**config.mk**
```make
export PLATFORM = sky130hd
export DESIGN_NAME = window_serializer_flat
export DESIGN_NICKNAME = d
export VERILOG_FILES = /design/src/rtl/window_serializer_if.sv /design/src/rtl/window_serializer.sv /design/src/flat_wrapper.sv
export SDC_FILE = /design/constraint.sdc
export NUM_CORES = 1
export LEC_CHECK = 0
export ABC_AREA = 1
export CAP_MARGIN = 20
export CORE_ASPECT_RATIO = 2
export CORE_MARGIN = 5
export CORE_UTILIZATION = 40
export CTS_CLUSTER_SIZE = 25
export DETAILED_ROUTE_END_ITERATION = 12
export MAX_ROUTING_LAYER = met4
export PLACE_DENSITY = 0.66
export SLEW_MARGIN = 20
export SYNTH_ARGS = -nofsm -noshare
export SYNTH_HDL_FRONTEND = slang
export SYNTH_SLANG_ARGS = --single-unit
```
**constraint.sdc**
```tcl
create_clock -name clk -period 2.4 [get_ports clk]
set_clock_uncertainty 0.2 [all_clocks]
set_input_delay 0.48 -clock clk [delete_from_list [all_inputs] [get_ports clk]]
set_output_delay 0.48 -clock clk [all_outputs]
set_load 0.02 [all_outputs]
```
**src/rtl/window_serializer_if.sv**
```systemverilog
// Handshake bundle for window_serializer.
//   in_data/in_valid/in_ready   : window capture channel (upstream -> block)
//   out_data/out_idx/out_last/
//   out_valid/out_ready         : element stream channel (block -> downstream)
//   busy                        : block is streaming a window
// The slave modport is the block's view; master is the environment's view.
interface window_serializer_if #(
    parameter int BIT_DEPTH = 8,
    parameter int NUM_IN    = 9,
    parameter int IDX_W     = $clog2(NUM_IN)
) ();
    logic [NUM_IN*BIT_DEPTH-1:0] in_data;
    logic                        in_valid;
    logic                        in_ready;
    logic [BIT_DEPTH-1:0]        out_data;
    logic [IDX_W-1:0]            out_idx;
    logic                        out_last;
    logic                        out_valid;
    logic                        out_ready;
    logic                        busy;

    modport slave (
        input  in_data, in_valid, out_ready,
        output in_ready, out_data, out_idx, out_last, out_valid, busy
    );

    modport master (
        output in_data, in_valid, out_ready,
        input  in_ready, out_data, out_idx, out_last, out_valid, busy
    );
endinterface

```
**src/rtl/window_serializer.sv**
```systemverilog
// window_serializer: captures a whole window of NUM_IN elements in a single
// valid/ready handshake, then streams the elements out one per accepted beat
// with an internally sequenced index.
// Ports:
//   clk    : clock, all state changes on the rising edge
//   rst_n  : asynchronous active-low reset
//   bus    : window_serializer_if slave modport (capture + stream channels)
module window_serializer #(
    parameter int BIT_DEPTH = 8,
    parameter int NUM_IN    = 9,
    parameter int IDX_W     = $clog2(NUM_IN)
) (
    input  logic                clk,
    input  logic                rst_n,
    window_serializer_if.slave  bus
);

    localparam logic [0:0]       IDLE     = 1'b0;
    localparam logic [0:0]       STREAM   = 1'b1;
    localparam logic [IDX_W-1:0] LAST_IDX = IDX_W'(NUM_IN - 1);

    logic [0:0]                  state_reg;
    logic [0:0]                  state_next;
    logic [IDX_W-1:0]            cnt_reg;
    logic [IDX_W-1:0]            cnt_next;
    logic [NUM_IN*BIT_DEPTH-1:0] win_flat;
    logic [BIT_DEPTH-1:0]        sel_data;
    logic                        out_valid;
    logic                        out_last;
    logic                        beat_accept;
    logic                        capture;

    assign out_valid   = (state_reg == STREAM);
    assign out_last    = out_valid && (cnt_reg == LAST_IDX);
    assign beat_accept = out_valid & bus.out_ready;
    // A new window may be taken while idle, or on the edge that retires the
    // last element so consecutive windows stream without a bubble.
    assign bus.in_ready = (state_reg == IDLE) | (beat_accept & out_last);
    assign capture      = bus.in_valid & bus.in_ready;

    always_comb begin
        state_next = state_reg;
        cnt_next   = cnt_reg;
        if (capture) begin
            state_next = STREAM;
            cnt_next   = '0;
        end else if (beat_accept) begin
            // Wrap explicitly at NUM_IN-1 so non-power-of-two windows never
            // expose an out-of-range index.
            if (cnt_reg == LAST_IDX) begin
                state_next = IDLE;
                cnt_next   = '0;
            end else begin
                cnt_next = cnt_reg + 1'b1;
            end
        end
    end

    always_ff @(posedge clk or negedge rst_n) begin
        if (!rst_n) begin
            state_reg <= IDLE;
            cnt_reg   <= '0;
        end else begin
            state_reg <= state_next;
            cnt_reg   <= cnt_next;
        end
    end

    // Window bank: one register per element, loaded only on capture, so the
    // contents are frozen for the whole stream.
    generate
        for (genvar gi = 0; gi < NUM_IN; gi++) begin : g_bank
            logic [BIT_DEPTH-1:0] elem_reg;

            always_ff @(posedge clk or negedge rst_n) begin
                if (!rst_n) begin
                    elem_reg <= '0;
                end else if (capture) begin
                    elem_reg <= bus.in_data[gi*BIT_DEPTH +: BIT_DEPTH];
                end
            end

            assign win_flat[gi*BIT_DEPTH +: BIT_DEPTH] = elem_reg;
        end
    endgenerate

    // Element select driven only by the internal counter.
    always_comb begin
        sel_data = '0;
        for (int i = 0; i < NUM_IN; i++) begin
            if (cnt_reg == IDX_W'(i)) begin
                sel_data = win_flat[i*BIT_DEPTH +: BIT_DEPTH];
            end
        end
    end

    assign bus.out_valid = out_valid;
    assign bus.out_last  = out_last;
    assign bus.out_idx   = cnt_reg;
    assign bus.out_data  = out_valid ? sel_data : '0;
    assign bus.busy      = out_valid;

endmodule

```
**src/flat_wrapper.sv**
```systemverilog
// flat-port wrapper written by rule: the top's interface ports become plain ports
module window_serializer_flat 
#(
    parameter int BIT_DEPTH = 8,
    parameter int NUM_IN    = 9,
    parameter int IDX_W     = $clog2(NUM_IN)
)
  (clk, rst_n, bus_in_data, bus_in_valid, bus_out_ready, bus_in_ready, bus_out_data, bus_out_idx, bus_out_last, bus_out_valid, bus_busy);
  window_serializer_if #(.BIT_DEPTH(BIT_DEPTH), .NUM_IN(NUM_IN), .IDX_W(IDX_W)) bus_i ();
  input  logic clk;
  input  logic rst_n;
  input wire logic [$bits(bus_i.in_data)-1:0] bus_in_data;
  input wire logic [$bits(bus_i.in_valid)-1:0] bus_in_valid;
  input wire logic [$bits(bus_i.out_ready)-1:0] bus_out_ready;
  output wire logic [$bits(bus_i.in_ready)-1:0] bus_in_ready;
  output wire logic [$bits(bus_i.out_data)-1:0] bus_out_data;
  output wire logic [$bits(bus_i.out_idx)-1:0] bus_out_idx;
  output wire logic [$bits(bus_i.out_last)-1:0] bus_out_last;
  output wire logic [$bits(bus_i.out_valid)-1:0] bus_out_valid;
  output wire logic [$bits(bus_i.busy)-1:0] bus_busy;
  assign bus_i.in_data = bus_in_data;
  assign bus_i.in_valid = bus_in_valid;
  assign bus_i.out_ready = bus_out_ready;
  assign bus_in_ready = bus_i.in_ready;
  assign bus_out_data = bus_i.out_data;
  assign bus_out_idx = bus_i.out_idx;
  assign bus_out_last = bus_i.out_last;
  assign bus_out_valid = bus_i.out_valid;
  assign bus_busy = bus_i.busy;
  window_serializer #(.BIT_DEPTH(BIT_DEPTH), .NUM_IN(NUM_IN), .IDX_W(IDX_W)) u_core (.clk(clk), .rst_n(rst_n), .bus(bus_i));
endmodule
```
==> results of run 1 <==
## power by group
| part | switching [mW] | internal, mW | leakage [nW] | total (mW) |
|---|---|---|---|---|
| sequential | 0.461 | 1.95 | 0.969 | 2.41 |
| combinational | 2.01 | 1.66 | 1.86 | 3.67 |
| clock | 0.516 | 0.692 | 0.125 | 1.21 |
## worst max-delay path, delay by kind of cell, from the launching register on
family / cells / cell delay [ps]
and+or+nand+nor: 7 / 660
buffers and inverters: 4 / 450
DFF: 1 / 430
adders and majority gates: 1 / 160
AOI/OAI and AO/OA: 1 / 70
## final timing paths
| check | start | end | cells after the start |
|---|---|---|---|
| worst max-delay path | u_core.bus.out_idx[0] | bus_out_data[4] | 13 |
| worst min-delay path | u_core.g_bank[8].elem_reg[3] | u_core.g_bank[8].elem_reg[3] | 2 |
| worst max register to register | u_core.bus.out_idx[0] | u_core.bus.out_idx[1] | 15 |
| worst min register to register | u_core.g_bank[8].elem_reg[3] | u_core.g_bank[8].elem_reg[3] | 2 |
| max in group asynchronous | rst_n | u_core.g_bank[7].elem_reg[6] | 3 |
| min in group asynchronous | rst_n | u_core.g_bank[1].elem_reg[6] | 2 |
## synth_stat cells, types with 2 or more instances
cell type / number / area [sq um]
o21ai_0: 35 / 175
a21oi_1: 8 / 40.0
buf_2: 12 / 60.1
nand3_1: 35 / 175
inv_2: 3 / 11.3
nand2_1: 254 / 953
inv_1: 40 / 150
clkbuf_1: 6 / 22.5
buf_6: 7 / 78.8
nor2_8: 2 / 40.0
dfrtp_1: 77 / 1930
or2_2: 5 / 31.3
xor2_1: 2 / 17.5
nor2_1: 29 / 109
ha_1: 4 / 50.1
nand4_1: 5 / 31.3
## metal layers
metal | vias up | global-route usage | part of all wire
li1 | 1867 | - | -
met1 | 1748 | 0.214 | 0.37
met2 | 109 | 0.355 | 0.54
met3 | 37 | 0.0313 | 0.040
met4 | 0 | 0.124 | 0.052
met5 | - | - | 0
## metrics by stage
step | std cells | utilization | total power, mW | setup TNS (ps) | instance area, sq um
2_1_floorplan | 530 | - | 4.09 | -57.1 | 3980
3_3_place_gp | 758 | 0.540 | 5.41 | -4570 | 5200
3_5_place_dp | 758 | 0.540 | 5.48 | -4830 | 5200
4_1_cts | 778 | 0.583 | 6.96 | -3140 | 5620
5_1_grt | 784 | 0.608 | 7.77 | -24670 | 5860
6_report | 784 | 0.608 | 7.30 | -14210 | 5860
## cells by family (layout without fill, tap and decap cells)
logic type      after synthesis  in the layout
compound gates               44             44
xor+xnor                      2              2
fa+ha+maj                     4              4
buf+inv                      70            192
flops                        77             77
simple gates                333            333
## cell type report
class,instances,area share
inverter,44,0.0323
sequential,77,0.330
tap,132,0.0282
clock buffer,11,0.0397
timing repair buffer,132,0.234
clock inverter,4,0.00449
timing repair inverter,1,0.00128
multi-input combinational,383,0.330
## timing repair
action	CTS	global route
gates cloned	1	2
endpoints found under the setup margin	32	85
hold buffers	1	0
buffers inserted	3	4
hold endpoints to repair	44	0
pin swaps	16	13
gates resized for setup	101	36
==> summary.txt, run 1 <==
largest family of logic cells by synthesized area: simple AND/OR/NAND/NOR gates
initial antenna violation count: 0
vias per cell: 4.80
critical path class: reg -> out
number of flops mapped to enable cells by yosys: 0
LEAKAGE: 2.95 nW
CP max stage delay: 430 ps
Primary FF master, synth: dfrtp_1
outcome: complete, but fails checks
post-route minimum period: 2800 ps
H-Tree Depth: 3
failing checks: negative setup slack
Critical Path Source Type: flip-flop
Max FO, Critical Path: 7
DRT antenna net count: 0
CP max stage cell: dfrtp_2
unrepaired setup endpoints after global routing: true
Slew Limit Fails: 0
Clk Tree Root Cell: clkbuf_16
crit-path cells: buf_6 -> ha_4 -> buf_12 -> inv_4 -> nand4_1 -> nand3_2 -> nand2_1 -> nand3_1 -> nand2_1 -> nand2_2 -> a21oi_2 -> nor2_2 -> buf_6
Post-Syn Area: 0.00392 sq mm
Ports: 92
xor/xnor share of the synthesized area: 0.00447
total of max-cap violations: 0
Worst EP required: 1720 ps
hold slack: 265 ps
Die Ht: 150 um
# setup viols final: 83
mux contribution to synthesized area: 0
ratio of cells with drive above 1 in the final layout: 0.216
synthesized-area fraction occupied by adder cells: 0.0128
CTS max path bufs: 2
via count: 3761
cell count after synthesis: 530
pwr/cell area: 1250 mW/mm^2
CTS buffer count: 9
DIE AREA: 0.0120 sq mm
register area: 0.00193 sq mm
Area growth, synth to finish: 49.5%
Unique masters post-synth: 22
commonest non-fill, non-tap cell in the layout: nand2_1
largest net degree at the start of global routing: 52
DRC viols: 0
Post-synth ARST share: 1.00
#FFs+latches synth: 77
initial drt markers: 191
Die Wd: 80.0 um
Max Freq: 358 MHz
DR pass1 iterations: 4
number of flip-flops in the largest register: 72
gpl congestion: 0.877
final worst slack: -396 ps
reg2reg setup slack: -230 ps
Multi-input gate area: 0.00193 sq mm
Final Hold Fails: 0
drt wl/cell: 15.2 um
CTS tree: built
final period utilization: 1.16
# diodes: 0
Reg clk slew, reported paths: 60 ps
Slew @ Worst Pin: 605 ps
Std-Cell Rows: 51
Hold Path Class: reg -> reg
most frequent cells in the layout: 240 x nand2_1, 80 x clkdlybuf4s50_1, 72 x dfrtp_1
relative slew slack: 0.597
CTS Sinks: 77
syn_area_per_cell: 7.39 sq um
fill count: 858
Synth Area in Compound Gates: 0.0565
Synth Area in Simple Gates: 0.349
Crit. End Element: output pin
first-pass GRT wire length: 18300 um
Worst VDD drop: 0.574 mV
HPWL Detailed: 8420 um
Seq/Total Area, Yosys: 0.492
Initial Util: 0.407
clk_lat worst skew: 340 ps
Nets: 728
Syn Nets: 610
Worst EP arrival: 2120 ps
DRT Wirelength: 11900 um
GR Overflow Total: 0
core area: 0.00964 sq mm
synth warn: 0
pre-CTS setup slack: -546 ps
vias in the first global route: 3903
quantity of I/O buffers inserted on ports: 91
GRT Util Overall: 0.205
Power figures use the tool's default switching activity.
==> run 2: changes to the inputs <==
CORE_UTILIZATION = 47   (was 40)
CTS_BUF_LIST = sky130_fd_sc_hd__clkbuf_2 sky130_fd_sc_hd__clkbuf_4 sky130_fd_sc_hd__clkbuf_8   (was not set)
PLACE_DENSITY = 0.79   (was 0.66)
clock period = 2.55 ns   (was 2.4 ns; I/O delays follow)
==> summary.txt, run 2 (same netlist as run 1, synthesis figures left out) <==
Hold Path Class: reg -> reg
DRT Wirelength: 11300 um (-5.5%)
Worst EP required: 1840 ps (+120 ps)
vias per cell: 5.16 (+7.6%)
GRT Util Overall: 0.234 (+0.0291)
Critical Path Source Type: flip-flop
Nets: 726 (-0.27%)
Area growth, synth to finish: 45.8%
setup TNS: -2150 ps (+12060 ps)
ratio of cells with drive above 1 in the final layout: 0.209 (-0.00735)
Clk Tree Root Cell: clkbuf_8
most frequent cells in the layout: 240 x nand2_1, 80 x clkdlybuf4s50_1, 74 x dfrtp_1
DIE AREA: 0.0104 sq mm (-14%)
via count: 3865 (+2.8%)
GR Overflow Total: 0 (unchanged)
LEAKAGE: 2.94 nW (-0.28%)
relative slew slack: 0.637 (+0.0407)
number of flip-flops in the largest register: 72 (unchanged)
met2 global-route usage: 0.401 (+0.0463)
core area: 0.00823 sq mm (-15%)
CTS max path bufs: 2 (unchanged)
Max Freq: 349 MHz
# setup viols final: 10 (-88%)
DRC viols: 0 (unchanged)
first-pass GRT wire length: 18100 um (-1.5%)
Initial Util: 0.476 (+0.0693)
commonest non-fill, non-tap cell in the layout: nand2_1
drt wl/cell: 15.1 um (-1.1%)
DRT antenna net count: 0 (unchanged)
DR pass1 iterations: 5 (+1)
Std-Cell Rows: 47 (-7.8%)
Worst VDD drop: 0.735 mV (+28%)
gpl congestion: 0.947 (+7.9%)
vias in the first global route: 3949 (+1.2%)
Slew Limit Fails: 0 (unchanged)
CTS tree: built
Worst Reg-to-Reg Cells: 15 (unchanged)
Slew @ Worst Pin: 544 ps (-61.0 ps)
H-Tree Depth: 3 (unchanged)
Reg clk slew, reported paths: 70 ps (about the same)
Final Hold Fails: 0 (unchanged)
final period utilization: 1.12
pre-CTS setup slack: -500 ps (+46.2 ps)
Worst EP arrival: 2150 ps (+30 ps)
initial drt markers: 281 (+47%)
largest net degree at the start of global routing: 62 (+19%)
final worst slack: -312 ps (+84.2 ps)
HPWL Detailed: 7920 um (-6.0%)
unrepaired setup endpoints after global routing: true
CTS Sinks: 77 (unchanged)
Max FO, Critical Path: 8 (+1)
post-route minimum period: 2860 ps
Final Util: 0.694 (+0.0861)
Crit. End Element: output pin
failing checks: negative setup slack
clk_lat worst skew: 360 ps (+20 ps)
busiest grt layer: met2
Die Ht: 139 um (-7.2%)
critical path class: reg -> out
initial antenna violation count: 0 (unchanged)
grt met1 use: 0.245 (+0.0308)
Ports: 92 (unchanged)
worst hold stages: 2 (unchanged)
# diodes: 0 (unchanged)
outcome: complete, but fails checks
met3 usage: 0.0450 (+0.0137)
CTS buffer count: 9 (unchanged)
Die Wd: 74.6 um (-6.8%)
pwr/cell area: 1170 mW/mm^2 (-6.2%)
quantity of I/O buffers inserted on ports: 91 (unchanged)
total of max-cap violations: 0 (unchanged)
run 2: cell count changes in the layout (fill, tap and decap cells not counted), moves of 4 or more:
cell / previous run / this run
o21ai_1: 9 / 4
nor2_1: 21 / 26
clkbuf_8: 0 / 9
clkbuf_16: 11 / 0
a21oi_4: 4 / 0
run 2: worst paths after layout:
kind	from	end	slack, ps
max in group asynchronous	rst_n	u_core.g_bank[3].elem_reg[6]	1070
min in group asynchronous	rst_n	u_core.g_bank[2].elem_reg[2]	470
hold reg to reg	u_core.g_bank[8].elem_reg[3]	u_core.g_bank[8].elem_reg[3]	280
setup reg to reg	u_core.bus.out_idx[0]	u_core.bus.out_idx[1]	120
setup / recovery	u_core.bus.out_idx[0]	bus_out_data[4]	-310
hold / removal	u_core.g_bank[8].elem_reg[3]	u_core.g_bank[8].elem_reg[3]	280
run 2: area by class of cell:
| class | count | area [sq um] |
|---|---|---|
| timing repair inverter | 3 | 25.0 |
| sequential | 77 | 1930 |
| fill | 642 | 2520 |
| inverter | 44 | 193 |
| clock buffer | 9 | 124 |
| clock inverter | 7 | 114 |
| timing repair buffer | 128 | 1300 |
| tap | 98 | 123 |
| multi-input combinational | 383 | 1900 |
run 2: metal layers:
metal / part of all wire / vias up
li1: - / 1863
met1: 0.34 / 1805
met2: 0.56 / 149
met3: 0.055 / 48
met4: 0.047 / 0
met5: 0 / -
run 2: timing repair:
action	4_1_cts	5_1_grt
hold buffers	1	0
cloned	4	0
pin swaps	22	6
resized for setup	120	21
setup endpoints to repair	10	11
hold endpoints to repair	40	0
setup buffers	8	2
run 2: worst max-delay path, cell delays in order (launching register included):
cell	delay, ps
dfrtp_2	470
inv_4	100
ha_4	150
nand2_4	70
buf_12	140
o21ai_1	130
inv_1	80
nand2_2	80
nand3_2	80
nand2_2	70
nand2_1	60
a21oi_2	150
nor2_1	60
buf_4	150
run 2: power by group:
part           switching (mW)  internal [mW]  leakage [nW]
clock network           0.443          0.646         0.123
logic                    1.87           1.48          1.85
registers               0.411           1.83         0.970
run 2: per-stage QoR:
stage	instance area (sq um)	total power, mW	hold slack, ps	std cells
after CTS	5630	6.52	280	747
after global routing	5710	7.11	294	749
final	5710	6.68	279	749
after floorplan	3940	3.75	14.4	530
after global placement	5050	4.85	251	718
after detailed placement	5050	4.96	259	718
